**src/rtl/byte_deser_pkg.sv**
```systemverilog
`default_nettype none
// ============================================================================
// Module   : byte_deser_pkg
// Brief    : Shared constants and state encoding for byte_ser / byte_deser.
// Revision : 1.0
// ============================================================================
package byte_deser_pkg;

    localparam int WIDTH_BYTES = 32;
    localparam int CNT_W       = 6;

    typedef enum logic [1:0] {
        IDLE    = 2'd0,
        COLLECT = 2'd1,
        DONE    = 2'd2
    } state_t;

endpackage
`default_nettype wire

```
**src/rtl/byte_deser_pulse_sync.sv**
```systemverilog
`default_nettype none
// ============================================================================
// Module   : pulse_sync
// Brief    : 2-flop synchronizer plus rising-edge detector for a foreign-domain
//            level; emits one clk-cycle pulse per rising edge.
// Revision : 1.0
// ============================================================================
module pulse_sync (
    input  logic clk,
    input  logic reset,
    input  logic i_level,
    output logic o_pulse
);

    logic r_meta;
    logic r_sync;
    logic r_prev;

    always_ff @(posedge clk or posedge reset) begin
        if (reset) begin
            r_meta <= 1'b0;
            r_sync <= 1'b0;
            r_prev <= 1'b0;
        end else begin
            r_meta <= i_level;
            r_sync <= r_meta;
            r_prev <= r_sync;
        end
    end

    assign o_pulse = r_sync & ~r_prev;

endmodule
`default_nettype wire

```
**src/rtl/byte_deser.sv**
```systemverilog
`default_nettype none
// ============================================================================
// Module   : byte_deser
// Brief    : Assembles UART bytes into a WIDTH_BYTES frame in the clk domain.
// Revision : 1.0
// ============================================================================
module byte_deser #(
    parameter int WIDTH_BYTES = byte_deser_pkg::WIDTH_BYTES,
    parameter int CNT_W       = byte_deser_pkg::CNT_W
) (
    input  logic                     clk,
    input  logic                     reset,
    input  logic [7:0]               din,
    input  logic                     din_valid,
    input  logic                     start,
    input  logic [CNT_W-1:0]         frame_len,
    output logic [8*WIDTH_BYTES-1:0] dout,
    output logic                     dout_valid,
    output logic                     busy,
    output logic [CNT_W-1:0]         count,
    output logic                     drop
);

    import byte_deser_pkg::*;

    localparam logic [CNT_W-1:0] C_FULL = CNT_W'(WIDTH_BYTES);
    localparam logic [CNT_W-1:0] C_ONE  = CNT_W'(1);

    state_t                   r_state;
    state_t                   w_state_n;
    logic [CNT_W-1:0]         r_count;
    logic [CNT_W-1:0]         w_count_n;
    logic [CNT_W-1:0]         r_len;
    logic [CNT_W-1:0]         w_len_n;
    logic [8*WIDTH_BYTES-1:0] r_dout;
    logic [8*WIDTH_BYTES-1:0] w_dout_n;
    logic                     r_drop;
    logic                     w_drop_n;
    logic                     w_byte_evt;
    logic [CNT_W-1:0]         w_start_len;

    pulse_sync u_pulse_sync (
        .clk     (clk),
        .reset   (reset),
        .i_level (din_valid),
        .o_pulse (w_byte_evt)
    );

    // A zero length means a full frame; oversize requests saturate.
    assign w_start_len = ((frame_len == '0) || (frame_len > C_FULL)) ? C_FULL : frame_len;

    always_comb begin
        w_state_n = r_state;
        w_count_n = r_count;
        w_len_n   = r_len;
        w_dout_n  = r_dout;
        w_drop_n  = 1'b0;

        if (start) begin
            w_len_n   = w_start_len;
            w_count_n = '0;
            w_dout_n  = '0;
            w_state_n = COLLECT;
            if (w_byte_evt) begin
                w_dout_n[7:0] = din;
                w_count_n     = C_ONE;
                if (w_start_len == C_ONE) begin
                    w_state_n = DONE;
                end
            end
        end else begin
            case (r_state)
                COLLECT: begin
                    if (w_byte_evt) begin
                        for (int i = 0; i < WIDTH_BYTES; i++) begin
                            if (r_count == CNT_W'(i)) begin
                                w_dout_n[8*i +: 8] = din;
                            end
                        end
                        w_count_n = r_count + C_ONE;
                        if ((r_count + C_ONE) == r_len) begin
                            w_state_n = DONE;
                        end
                    end
                end
                DONE: begin
                    w_state_n = IDLE;
                    w_drop_n  = w_byte_evt;
                end
                default: begin
                    w_state_n = IDLE;
                    w_drop_n  = w_byte_evt;
                end
            endcase
        end
    end

    always_ff @(posedge clk or posedge reset) begin
        if (reset) begin
            r_state <= IDLE;
            r_count <= '0;
            r_len   <= '0;
            r_dout  <= '0;
            r_drop  <= 1'b0;
        end else begin
            r_state <= w_state_n;
            r_count <= w_count_n;
            r_len   <= w_len_n;
            r_dout  <= w_dout_n;
            r_drop  <= w_drop_n;
        end
    end

    assign dout       = r_dout;
    assign count      = r_count;
    assign drop       = r_drop;
    assign busy       = (r_state == COLLECT);
    assign dout_valid = (r_state == DONE);

endmodule
`default_nettype wire

```
**config.mk**
```make
export PLATFORM = sky130hd
export DESIGN_NAME = byte_deser
export DESIGN_NICKNAME = d
export VERILOG_FILES = /design/src/rtl/byte_deser_pkg.sv /design/src/rtl/byte_deser_pulse_sync.sv /design/src/rtl/byte_deser.sv
export SDC_FILE = /design/constraint.sdc
export NUM_CORES = 1
export LEC_CHECK = 0
export BUFFER_PORTS_ARGS = -buffer_cell sky130_fd_sc_hd__buf_2
export CAP_MARGIN = 10
export CORE_MARGIN = 4
export CORE_UTILIZATION = 30
export DETAILED_ROUTE_END_ITERATION = 8
export GPL_ROUTABILITY_DRIVEN = 1
export PLACE_DENSITY_LB_ADDON = 0.1
export SLEW_MARGIN = 0
export SYNTH_ARGS = -nofsm -noshare
export SYNTH_HDL_FRONTEND = slang
export SYNTH_SLANG_ARGS = --single-unit
```
**constraint.sdc**
```tcl
create_clock -name clk -period 9.1 [get_ports clk]
set_input_delay 2.275 -clock clk [delete_from_list [all_inputs] [get_ports clk]]
set_output_delay 2.275 -clock clk [all_outputs]
set_load 0.02 [all_outputs]
```
======== Word-level counts from Yosys, hierarchy flattened ========
Index checks and enable logic that the tools add are counted.
operators by class
  add/sub/neg operators ................... 1
  multiply operators ...................... 0
  divide/modulo/power cells ............... 0
  order comparisons ....................... 1
  equal/unequal tests ..................... 37
  shift operators ......................... 0
  muxes and demuxes ....................... 49
  bitwise gates (word level) .............. 2
  reduce and logical (&&, ||, !) cells .... 71
operators by type and width
  cell                 count
  $mux 256             3
  $mux 8               33
  $eq 6x5->1 const B   16
  $reduce_and 3->1     32
  $reduce_bool 2->1    34
  $eq 6x4->1 const B   8
  $eq 6x3->1 const B   4
  $mux 6               4
  $eq 6x1->1 const B   2
  $eq 6x2->1 const B   2
  $logic_not 6->1      2
  $mux 2               6
  $add 6x1->6 const B  1
  $eq 6x6->1           1
  $gt 6x6->1 const B   1
  $ne 3x2->1 const B   2
  $reduce_and 2->1     2
  $mux 1               3
  $eq 2x1->1 const B   1
  $eq 2x2->1 const B   1
  $and 1x1->1          1
  $logic_or 1x1->1     1
  $not 1->1            1
word-level totals
  register bits after elaboration ......... 274
  latch bits .............................. 0
  memory bits (writable) .................. 0
  bits in read-only memories .............. 0
  logic and storage cells ................. 200
  memories ................................ 0

======== Longest topological paths before layout ========
Gate-level depths: netlist of run 1.
  depth after elaboration ................. 7
  mapped depth ............................ 7
  gate-level depth less buffers ........... 6

======== Cells and area by module ========
From an unflattened synthesis of run 1, not the netlist that was laid out.
unflattened totals
  cells, all modules ...................... 1221
  area total of the unflattened synthesis .. 11547.3 µm²
by module, submodules not included
  module      times used  cells each  area an instance (µm²)  sequential area each (µm²)
  byte_deser  1           1216        11454.7                 6781.5
  pulse_sync  1           5           92.6                    75.1

======== Worst setup path before layout of run 1 ========
Ideal clock, no wire load.
  path kind ............................... in2reg
  from .................................... in start
  to ...................................... reg r_dout[216], in the netlist dout[216]
  library setup time ...................... 0.132 ns
  arrival ................................. 3.187 ns
  data required time ...................... 8.968 ns
  path slack .............................. 5.782 ns
  stages on the path ...................... 4
  buffers on the path ..................... 3
  cells stage by stage .................... clkbuf_1 > clkbuf_1 > buf_1 > nor2_1
between the ends
  word-level cells in the longest chain between the ends .. 2
ends and longest elaborated chain
  element                             line               source
  start, declared                     byte_deser.sv:15   input logic start,
  $reduce_bool 2->1 (no source line)  n/a
  $reduce_and 3->1 (no source line)   n/a
  end signal, assigned                byte_deser.sv:109  r_dout <= w_dout_n;
  end, declared                       byte_deser.sv:35   logic [8*WIDTH_BYTES-1:0] r_dout;
Several ways; a longest one is shown, not always the timed one.
A chain may end at the register's enable or synchronous reset.

======== Worst setup path after layout of run 1 ========
  from .................................... in start
  to ...................................... reg r_state[0]
between the ends
  word-level cells in the longest chain between the ends .. 2
ends and longest elaborated chain
  element                            line               source
  $ne 3x2->1 (no source line)        n/a
  $reduce_and 2->1 (no source line)  n/a
  end signal, assigned               byte_deser.sv:106  r_state <= w_state_n;
  end, declared                      byte_deser.sv:29   state_t r_state;
Several ways; a longest one is shown, not always the timed one.

==> metrics, run 1 <==
status=complete, no violations; commonest non-fill, non-tap cell in the layout=buf_2; Seq pwr share=0.441; Setup Buffers After CTS=0; Max Slew Vio Count=0; CTS resizes=0; CTS tree=built; Final Hold Fails=0; die area=~0.042 mm^2; GR Overflow Total=0; RSZ-0062 raised after global routing=false; #FFs+latches synth=274; sequential-to-total area share from yosys stat=0.5857; pin count of the biggest net entering global routing=118; Residual DRC=0; VDD IR-drop max=0.0001185 V; CTS root buf=clkbuf_16; most frequent cells in the layout=buf_2 (281), dfrtp_1 (274), nor2_1 (258); Syn Inst Count=987; clk sinks=274; vias in the first global route=8546; Die Ht=205.5 um; Post-DP HPWL=23470 um; min Tclk post-route=around 4.1 ns; post-placement cell count=1726; maximum buffer depth of the clock tree=3; critical path data arrival time=roughly 4.5 ns; Worst Path Max Fanout=around 120; crit path kind=input port to register; pwr dens=191.9 mW/mm^2; initial DRC count=407; layout cells sized above 1=0.3008; Port Buf Inserts=282; IO Count=283; Avg Cell Area, Syn=11.86 um^2; drt wl/cell=20.88 um; Setup crit end kind=register; Max Freq=242.0 MHz; register clock-pin slew on the reported worst setup and hold paths=0.05 ns; Max-slew headroom=0.2451; Pint=0.002153 W; Worst Skew=0.01674 ns; Combinational Power Share=0.049; Worst-Margin Slew=1.127 ns; Fin Setup TNS=0 ns; Yosys warning total=0; Lkg Pwr=about 8.6 nW; initial antenna violation count=0; drt total wl=37330 um; gr usage total=0.1733; hold crit path type=register to register; Psw=0.0006490 W; first-pass GRT wire length=approximately 56000 um; Net Count, Synth=slightly above 1000; Die Wd=205.5 um; Finished Core Util=0.3779; Net Sw Frac=0.2316; Final Non-Filler Cells=~1800; DR pass1 iterations=6; hold_buf cts=0; Required @ worst endpoint=9.46 ns; clock share of power=0.510; Initial Util=0.3029; setup violators final=0; post-route ant nets=0; H-tree depth=2; total CTS buffers=34; core footprint=roughly 0.039 mm^2; Period Utilization, post-route=0.4542; GP Congestion=0.6981; number of nets in the layout=approximately 1300; Worst-Skew Late Latency=0.51 ns; antenna cells=0; Rows=72; Setup crit start kind=input port; synthesized area=0.01171 mm^2; DR vias=8242; routed vias/inst=approximately 4.6; max_cap viols=0; P&R area growth vs syn=24.74%; post-synth cell types=43
[worst paths after layout]
path	from	to	slack, ns	cells after the start
min in group asynchronous	reset	dout[86]	1.88	2
hold reg to reg	u_pulse_sync.r_meta	u_pulse_sync.r_sync	0.35	0
setup reg to reg	count[3]	dout[65]	6.45	5
max in group asynchronous	reset	dout[31]	5.82	3
hold / removal	u_pulse_sync.r_meta	u_pulse_sync.r_sync	0.35	0
setup / recovery	start	r_state[0]	4.97	5
[power by group through the flow]
stage	logic [W]	registers, W	clock network (W)
after floorplan	0.0000815	0.00126	0
after global placement	0.000141	0.00126	0
after detailed placement	0.000141	0.00126	0
after CTS	0.000141	0.00124	0.00147
after global routing	0.000151	0.00124	0.00152
final	0.000137	0.00124	0.00143
[logic make-up (layout without fill, tap and decap cells)]
group | count (synthesis) | count (layout) | synth area share
AND/OR/NAND/NOR | 348 | 348 | 0.1375
AO/OA/AOI/OAI | 25 | 25 | 0.01282
XOR/XNOR | 10 | 10 | 0.007482
adder cells (fa/ha/maj) | 4 | 4 | 0.004275
flip-flops | 274 | 274 | 0.5857
multiplexers | 248 | 248 | 0.2120
buffers and inverters | 78 | 361 | 0.04018
[layer usage]
layer | vias to the layer above | share of wire | global-route usage
li1 | 3813 | - | -
met1 | 4162 | 0.45 | 0.2416
met2 | 234 | 0.46 | 0.2690
met3 | 33 | 0.079 | 0.05611
met4 | 0 | 0.012 | 0.02990
met5 | - | 0 | 0
[worst max-delay path: stages]
cell	delay, ns
clkbuf_8	0.60
buf_4	0.84
nand3b_1	0.23
o32ai_1	0.30
a31oi_1	0.07
[through the flow]
stage | setup slack (ns) | total power [W] | hold WS [ns] | area, um^2
floorplan | 3.202 | 0.001346 | 0.3312 | 11710
global placement | 4.516 | 0.001399 | 0.3375 | 13410
detailed placement | 4.530 | 0.001399 | 0.3459 | 13410
CTS | 5.042 | 0.002849 | 0.3524 | 14600
global route | 4.843 | 0.002908 | 0.3769 | 14600
finish | 4.967 | 0.002802 | 0.3514 | 14600
[layout make-up]
class | instances | area, um^2
fill | 3943 | 24040
sequential | 274 | 6857
multi-input combinational | 635 | 4385
timing repair buffer | 289 | 1473
clock buffer | 55 | 1084
tap | 518 | 648.1
clock inverter | 7 | 113.9
inverter | 10 | 43.79
[Yosys cell counts]
cell type      number  area [um^2]
dfrtp_1           274         6857
nor2_1            259        972.2
mux2i_1           248         2482
clkbuf_1           43        161.4
nand2_1            32        120.1
nand3_2            23        230.2
clkbuf_8           13        178.9
o21ai_0            10        50.05
inv_1               9        33.78
nor2_2              7        43.79
xnor2_1             7        61.31
buf_1               4        15.01
ha_1                4        50.05
nor2b_1             4        25.02
o22ai_1             4        25.02
a21oi_1             3        15.01
buf_6               3        33.78
nand3_1             3        15.01
nor4_4              3        63.81
xor2_1              3        26.28
a31oi_1             2        12.51
buf_2               2        10.01
nand3b_1            2        15.01
nand4_1             2        12.51
nor3b_1             2        15.01
o31ai_1             2        15.01
o32ai_1             2        17.52
or4_1               2        15.01
a211oi_1            1        7.510
and2b_2             1        8.760
and3_1              1        6.260
buf_4               1        7.510
buf_8               1        15.01
dlygate4sd1_1       1        8.760
inv_4               1        6.260
nand2b_1            1        6.260
nand4b_4            1        23.77
nor3_1              1        5.000
nor3_2              1        10.01
nor4_1              1        6.260
nor4bb_1            1        10.01
o211ai_1            1        7.510
or3_1               1        6.260
[registers in the layout (all words and copies together) (netlist names)]
register,cells
u_pulse_sync.r_meta,1
count,6
dout,256
u_pulse_sync.r_sync,1
u_pulse_sync.r_prev,1
drop,1
r_state,2
r_len,6
No activity file was read; power rests on OpenSTA's default activity.
==> run 2: changes to the inputs <==
clock period = 3.42 ns   (was 9.1 ns; I/O delays follow)
==> run 2 against run 1 <==
- worst setup slack got worse by 4.1 ns
- total power grew 150%
- clock skew up 0.0051 ns
==> metrics, run 2 (synthesis gave the netlist of run 1 again) <==
CTS root buf=clkbuf_16; Top delay family on crit path=flip-flops; critical path data arrival time=1.73 ns (-2.76 ns); Psw=0.001669 W (+160%); most frequent cells in the layout=buf_2 (281), dfrtp_1 (274), nor2_1 (258); vias in the first global route=8610 (+0.75%); gr usage total=0.1768 (+0.003524); max reg flops=256 (unchanged); initial antenna violation count=0 (unchanged); Final Hold Fails=0 (unchanged); first-pass GRT wire length=57480 um (+2.5%); critical-path cell list=nor2b_1 > buf_2; status=complete, no violations; H-tree depth=1 (-1); P&R area growth vs syn=24.18%; VDD IR-drop max=0.0003770 V (+220%); RSZ-0062 raised after global routing=false; Pint=0.005292 W (+150%); total CTS buffers=31 (-8.8%); Worst Skew=0.02184 ns (+0.005099 ns); fill count=3851 (-2.3%); Setup Buffers After CTS=0 (unchanged); GR Overflow Total=0 (unchanged); multi-input logic area=0.004385 mm^2 (unchanged); initial DRC count=483 (+19%); die area=0.04225 mm^2 (unchanged); Initial Util=0.3029 (unchanged); core footprint=0.03865 mm^2 (unchanged); Worst-Skew Late Latency=0.57 ns (+0.06 ns); clk sinks=274 (unchanged); hold_buf cts=0 (unchanged); Finished Core Util=0.3762 (-0.001683); Required @ worst endpoint=2.56 ns (-6.90 ns); hold crit path type=input port to async pin; post-route ant nets=0 (unchanged); Lkg Pwr=8.563 nW (-0.24%); DR pass1 iterations=5 (-1); CTS tree=built; commonest non-fill, non-tap cell in the layout=buf_2; slowest cell delay on critical path=0.52 ns (-0.32 ns); IO Count=283 (unchanged); Combinational Power Share=0.054 (+0.005); Max-slew headroom=0.3379 (+0.09283); Max Slew Vio Count=0 (unchanged); register clock-pin slew on the reported worst setup and hold paths=0.06 ns (about the same); Post-DP HPWL=24140 um (+2.9%); Rows=72 (unchanged); Setup crit start kind=register; overall power=0.006961 W (+150%); DR vias=8211 (-0.38%); drt wl/cell=21.09 um (+1.0%); GP Congestion=0.7267 (+4.1%); CP max-delay cell=dfrtp_1; min Tclk post-route=2.582 ns; Period Utilization, post-route=0.7550; Die Wd=205.5 um (unchanged); maximum buffer depth of the clock tree=3 (unchanged); CTS resizes=0 (unchanged); antenna cells=0 (unchanged); layout cells sized above 1=0.3040 (+0.003219); crit path kind=register to output pin; pwr dens=478.8 mW/mm^2 (+150%); Worst-Margin Slew=0.9931 ns (-0.1340 ns); number of nets in the layout=1273 (+0.55%); total area of sequential cells=0.006857 mm^2 (unchanged); max_cap viols=0 (unchanged); Net Sw Frac=0.2397 (+0.008127); Max Freq=between 300 and 400 MHz; Residual DRC=0 (unchanged); Port Buf Inserts=282 (unchanged); CP bufs+invs=1 (-1); Die Ht=205.5 um (unchanged); Setup crit end kind=output pin; clock share of power=0.473 (-0.037); setup violators final=0 (unchanged); Worst Path Max Fanout=8 (-93%); Seq pwr share=0.472 (+0.031); routed vias/inst=4.585 (-0.54%); drt total wl=37770 um (+1.2%); pin count of the biggest net entering global routing=96 (-19%)
## run 2: cell types whose count changed in the layout (fill, tap and decap cells not counted), sizes merged
cell	before	now
buf	288	298
inv	9	10
bufinv	3	1
clkbuf	56	49
clkinv	4	5
## run 2: metal layers
layer | vias to the layer above | global-route usage | wire (um) | share of wire
li1 | 3827 | - | - | -
met1 | 4129 | 0.2445 | 16830 | 0.45
met2 | 215 | 0.2760 | 17380 | 0.46
met3 | 40 | 0.05721 | 2921 | 0.077
met4 | 0 | 0.03254 | 635 | 0.017
met5 | - | 0 | 0 | 0
## run 2: area by class of cell
type / instances / share of cell area
clock inverters: 7 / 0.004647
clock buffers: 48 / 0.06463
inverters: 10 / 0.003012
multi-input cells: 635 / 0.3016
flip-flops and latches: 274 / 0.4716
well taps: 518 / 0.04458
repair buffers: 299 / 0.1099
## run 2: metrics by stage
stage,setup WS (ns),cells,setup TNS (ns),area (um^2),hold slack [ns]
3_5_place_dp,0.9762,1736,0,13530,0.3543
5_1_grt,0.7679,1791,0,14540,0.3412
6_report,0.8381,1791,0,14540,0.3343
2_1_floorplan,-1.058,987,-290.00,11710,0.3312
4_1_cts,0.8308,1791,0,14540,0.3159
3_3_place_gp,1.042,1736,0,13530,0.3827
## run 2: power groups by stage
stage | Clock [W] | Combinational (W) | Sequential [W]
finish | 0.00329 | 0.000378 | 0.00329
global route | 0.00354 | 0.000420 | 0.00329
CTS | 0.00341 | 0.000393 | 0.00329
detailed placement | 0 | 0.000392 | 0.00335
global placement | 0 | 0.000396 | 0.00335
floorplan | 0 | 0.000217 | 0.00336
## run 2: worst paths after layout
path                                           from             endpoint  slack (ns)  cells past startpoint
min in group clk                u_pulse_sync.r_meta  u_pulse_sync.r_sync        0.38                      0
worst min-delay path                          reset            dout[134]        0.33                      2
max in group asynchronous                     reset            dout[124]        2.15                      3
worst min register to register  u_pulse_sync.r_meta  u_pulse_sync.r_sync        0.38                      0
worst max register to register             count[3]            dout[224]        0.99                      5
worst max-delay path                     r_state[1]                 busy        0.84                      2
==> run 3: changes to the inputs <==
ABC_AREA = 1   (was unset)
clock period = 2.6 ns   (was 3.42 ns; I/O delays follow)
==> run 3 against run 2 <==
- total power increased by 50%
- hold slack got worse by 0.28 ns
- die area is 8.5% lower
- core utilization rose by 1.1 points
- critical path type is now register to register
- highest routed layer unchanged
==> metrics, run 3 <==
Post-Synth Adder-Cell Area=0.004692 (+0.0004167); Finished Core Util=0.3875 (+0.01133); Syn Inst Count=1088 (+10%); CP max-delay cell=nor2_1; critical path data arrival time=2.61 ns (+0.88 ns); clk sinks=274 (unchanged); post-route ant nets=0 (unchanged); clock share of power=0.395 (-0.078); Port Buf Inserts=282 (unchanged); Net Count, Synth=1110 (+10%); Setup crit end kind=register; VDD IR-drop max=0.0004522 V (+20%); maximum buffer depth of the clock tree=3 (unchanged); RSZ-0062 raised after global routing=false; first-pass GRT wire length=53650 um (-6.7%); ranking of synthesized cells by area=dfrtp_1 (64%), nand2_1 (11%), o21ai_0 (8.0%), o21ai_1 (4.5%), buf_6 (1.9%); Residual DRC=0 (unchanged); Final Hold Fails=0 (unchanged); initial DRC count=375 (-22%); max reg flops=256 (unchanged); Required @ worst endpoint=2.98 ns (+0.42 ns); crit path kind=register to register; total CTS buffers=30 (-3.2%); Setup crit start kind=register; Max Freq=around 450 MHz; sequential-to-total area share from yosys stat=0.6427 (+0.05708); post-synthesis mux area share=0 (-0.2120); P&R area growth vs syn=26.41%; setup violators final=0 (unchanged); compound-cell area share of the yosys netlist=0.1376 (+0.1248); core footprint=0.03480 mm^2 (-10%); drt total wl=35190 um (-6.8%); pin count of the biggest net entering global routing=95 (-1.0%); DR pass1 iterations=4 (-1); combinational family with the most area after synthesis=simple AND/OR/NAND/NOR gates; Top cell by count, worst path=nor2_1; Setup WS pre-CTS=0.2590 ns (-0.7172 ns); DR vias=8317 (+1.3%); Worst-Margin Slew=1.087 ns (+0.09404 ns); CTS root buf=clkbuf_16; pwr dens=772.2 mW/mm^2 (+61%); Net Sw Frac=0.2852 (+0.04541); die area=0.03864 mm^2 (-8.5%); Avg Cell Area, Syn=9.805 um^2 (-17%); commonest non-fill, non-tap cell in the layout=nand2_1; number of synthesized flops with an enable pin=0 (unchanged); Worst Skew=0.006247 ns (-0.01559 ns); Yosys warning total=0 (unchanged); register clock-pin slew on the reported worst setup and hold paths=0.06 ns (about the same); layout cells sized above 1=0.2844 (-0.01963); Lkg Pwr=6.786 nW (-21%); hold_ws=0.05809 ns (-0.2762 ns); hold crit path type=input port to async pin; min Tclk post-route=about 2.2 ns; Combinational Power Share=0.146 (+0.092); vias in the first global route=8480 (-1.5%); GR Overflow Total=0 (unchanged); antenna cells=0 (unchanged); Die Wd=196.6 um (-4.4%); Initial Util=0.3066 (+0.003625); Worst-Skew Late Latency=0.55 ns (-0.02 ns); Post-DP HPWL=24630 um (+2.0%); CTS resizes=0 (unchanged); slowest cell delay on critical path=0.75 ns (+0.23 ns); Max-slew headroom=0.2725 (-0.06537); synthesized area=0.01067 mm^2 (-8.9%); top_reg_cell synth=dfrtp_1; Psw=0.002969 W (+78%); H-tree depth=1 (unchanged); hold_buf cts=0 (unchanged); GP Congestion=0.7637 (+5.1%); post-synth cell types=31 (-28%); fraction of registers with async set/reset=1.000 (unchanged); Max Slew Vio Count=0 (unchanged); critical-path cell list=inv_1 > ha_1 > nand3_1 > nor2_1 > nor2_1 > o21ai_0; post-synthesis xor/xnor area fraction=0.001642 (-0.005839); max_cap viols=0 (unchanged); routed vias/inst=4.510 (-1.6%); top cells by count, synth=nand2_1 (301), dfrtp_1 (274), o21ai_0 (170); Top delay family on crit path=simple AND/OR/NAND/NOR gates; status=complete, no violations; Final Worst Setup Slack=0.3737 ns (-0.4644 ns); top-area cell type share of the netlist area=0.6427 (+0.05708); Rows=68 (-5.6%); Period Utilization, post-route=0.8563; IO Count=283 (unchanged); gr usage total=0.1766 (-0.0002755); area leader, netlist=dfrtp_1; number of nets in the layout=1390 (+9.2%); Die Ht=196.6 um (-4.4%); most frequent cell after synthesis=nand2_1; #FFs+latches synth=274 (unchanged); most frequent cells in the layout=nand2_1 (301), buf_2 (282), dfrtp_1 (274); initial antenna violation count=0 (unchanged); Seq pwr share=0.460 (-0.012); Setup Buffers After CTS=0 (unchanged); Pint=0.007444 W (+41%); Worst Path Max Fanout=16 (+8); CTS tree=built; Simple-Gate Fraction of Synth Area=0.1553 (+0.01775); drt wl/cell=19.08 um (-9.5%); CP bufs+invs=1 (unchanged); Fin Setup TNS=0 ns (unchanged)
[run 3: cell count changes in the layout (fill, tap and decap cells not counted), sizes merged, moves of 4 or more]
cell	change
nand2	+271
o21ai	+261
mux2i	-248
nor2	-189
inv	+41
buf	+16
xnor2	-6
nand3	-4
nor2b	-4
nor4	-4
[run 3: cell families (layout without fill, tap and decap cells)]
group           Yosys count  after routing
compound gates          284            284
xor+xnor                  2              2
flops                   274            274
buf+inv                 119            420
simple gates            405            405
fa+ha+maj                 4              4
[run 3: metrics by stage]
stage	cells	area, um^2	total power (W)
after detailed placement	1791	12550	0.006413
after CTS	1844	13490	0.01057
after global placement	1791	12550	0.006403
after floorplan	1088	10670	0.005766
after global routing	1844	13490	0.01090
final	1844	13490	0.01041
[run 3: path summary, 6_finish.rpt]
path	from	end	slack [ns]	cells after the start
max	count[0]	dout[180]	0.37	6
min	reset	dout[133]	0.06	2
max reg2reg	count[0]	dout[180]	0.37	6
min reg2reg	u_pulse_sync.r_meta	u_pulse_sync.r_sync	0.35	0
max in group asynchronous	reset	dout[233]	1.75	3
min in group clk	din_valid	u_pulse_sync.r_meta	0.21	1
[run 3: power groups by stage]
stage / Combinational [W] / Sequential (W) / Clock [W]
2_1_floorplan: 0.000528 / 0.00524 / 0
3_3_place_gp: 0.00154 / 0.00486 / 0
3_5_place_dp: 0.00155 / 0.00486 / 0
4_1_cts: 0.00156 / 0.00479 / 0.00422
5_1_grt: 0.00167 / 0.00483 / 0.00440
6_report: 0.00152 / 0.00479 / 0.00411
[run 3: area by class of cell]
cell class,count,area [um^2]
inverter,53,202.7
clock inverter,4,45.04
clock buffer,49,893.4
timing repair buffer,314,1727
multi-input combinational,695,3192
sequential,274,6857
fill,3569,21310
tap,455,569.3
[run 3: per-layer routing]
metal	vias to the layer above	global-route usage	wire length (um)
met5	-	0	0
met4	0	0.02517	273
met3	25	0.05162	2688
met2	202	0.2917	16410
met1	3993	0.2383	15820
li1	4097	-	-
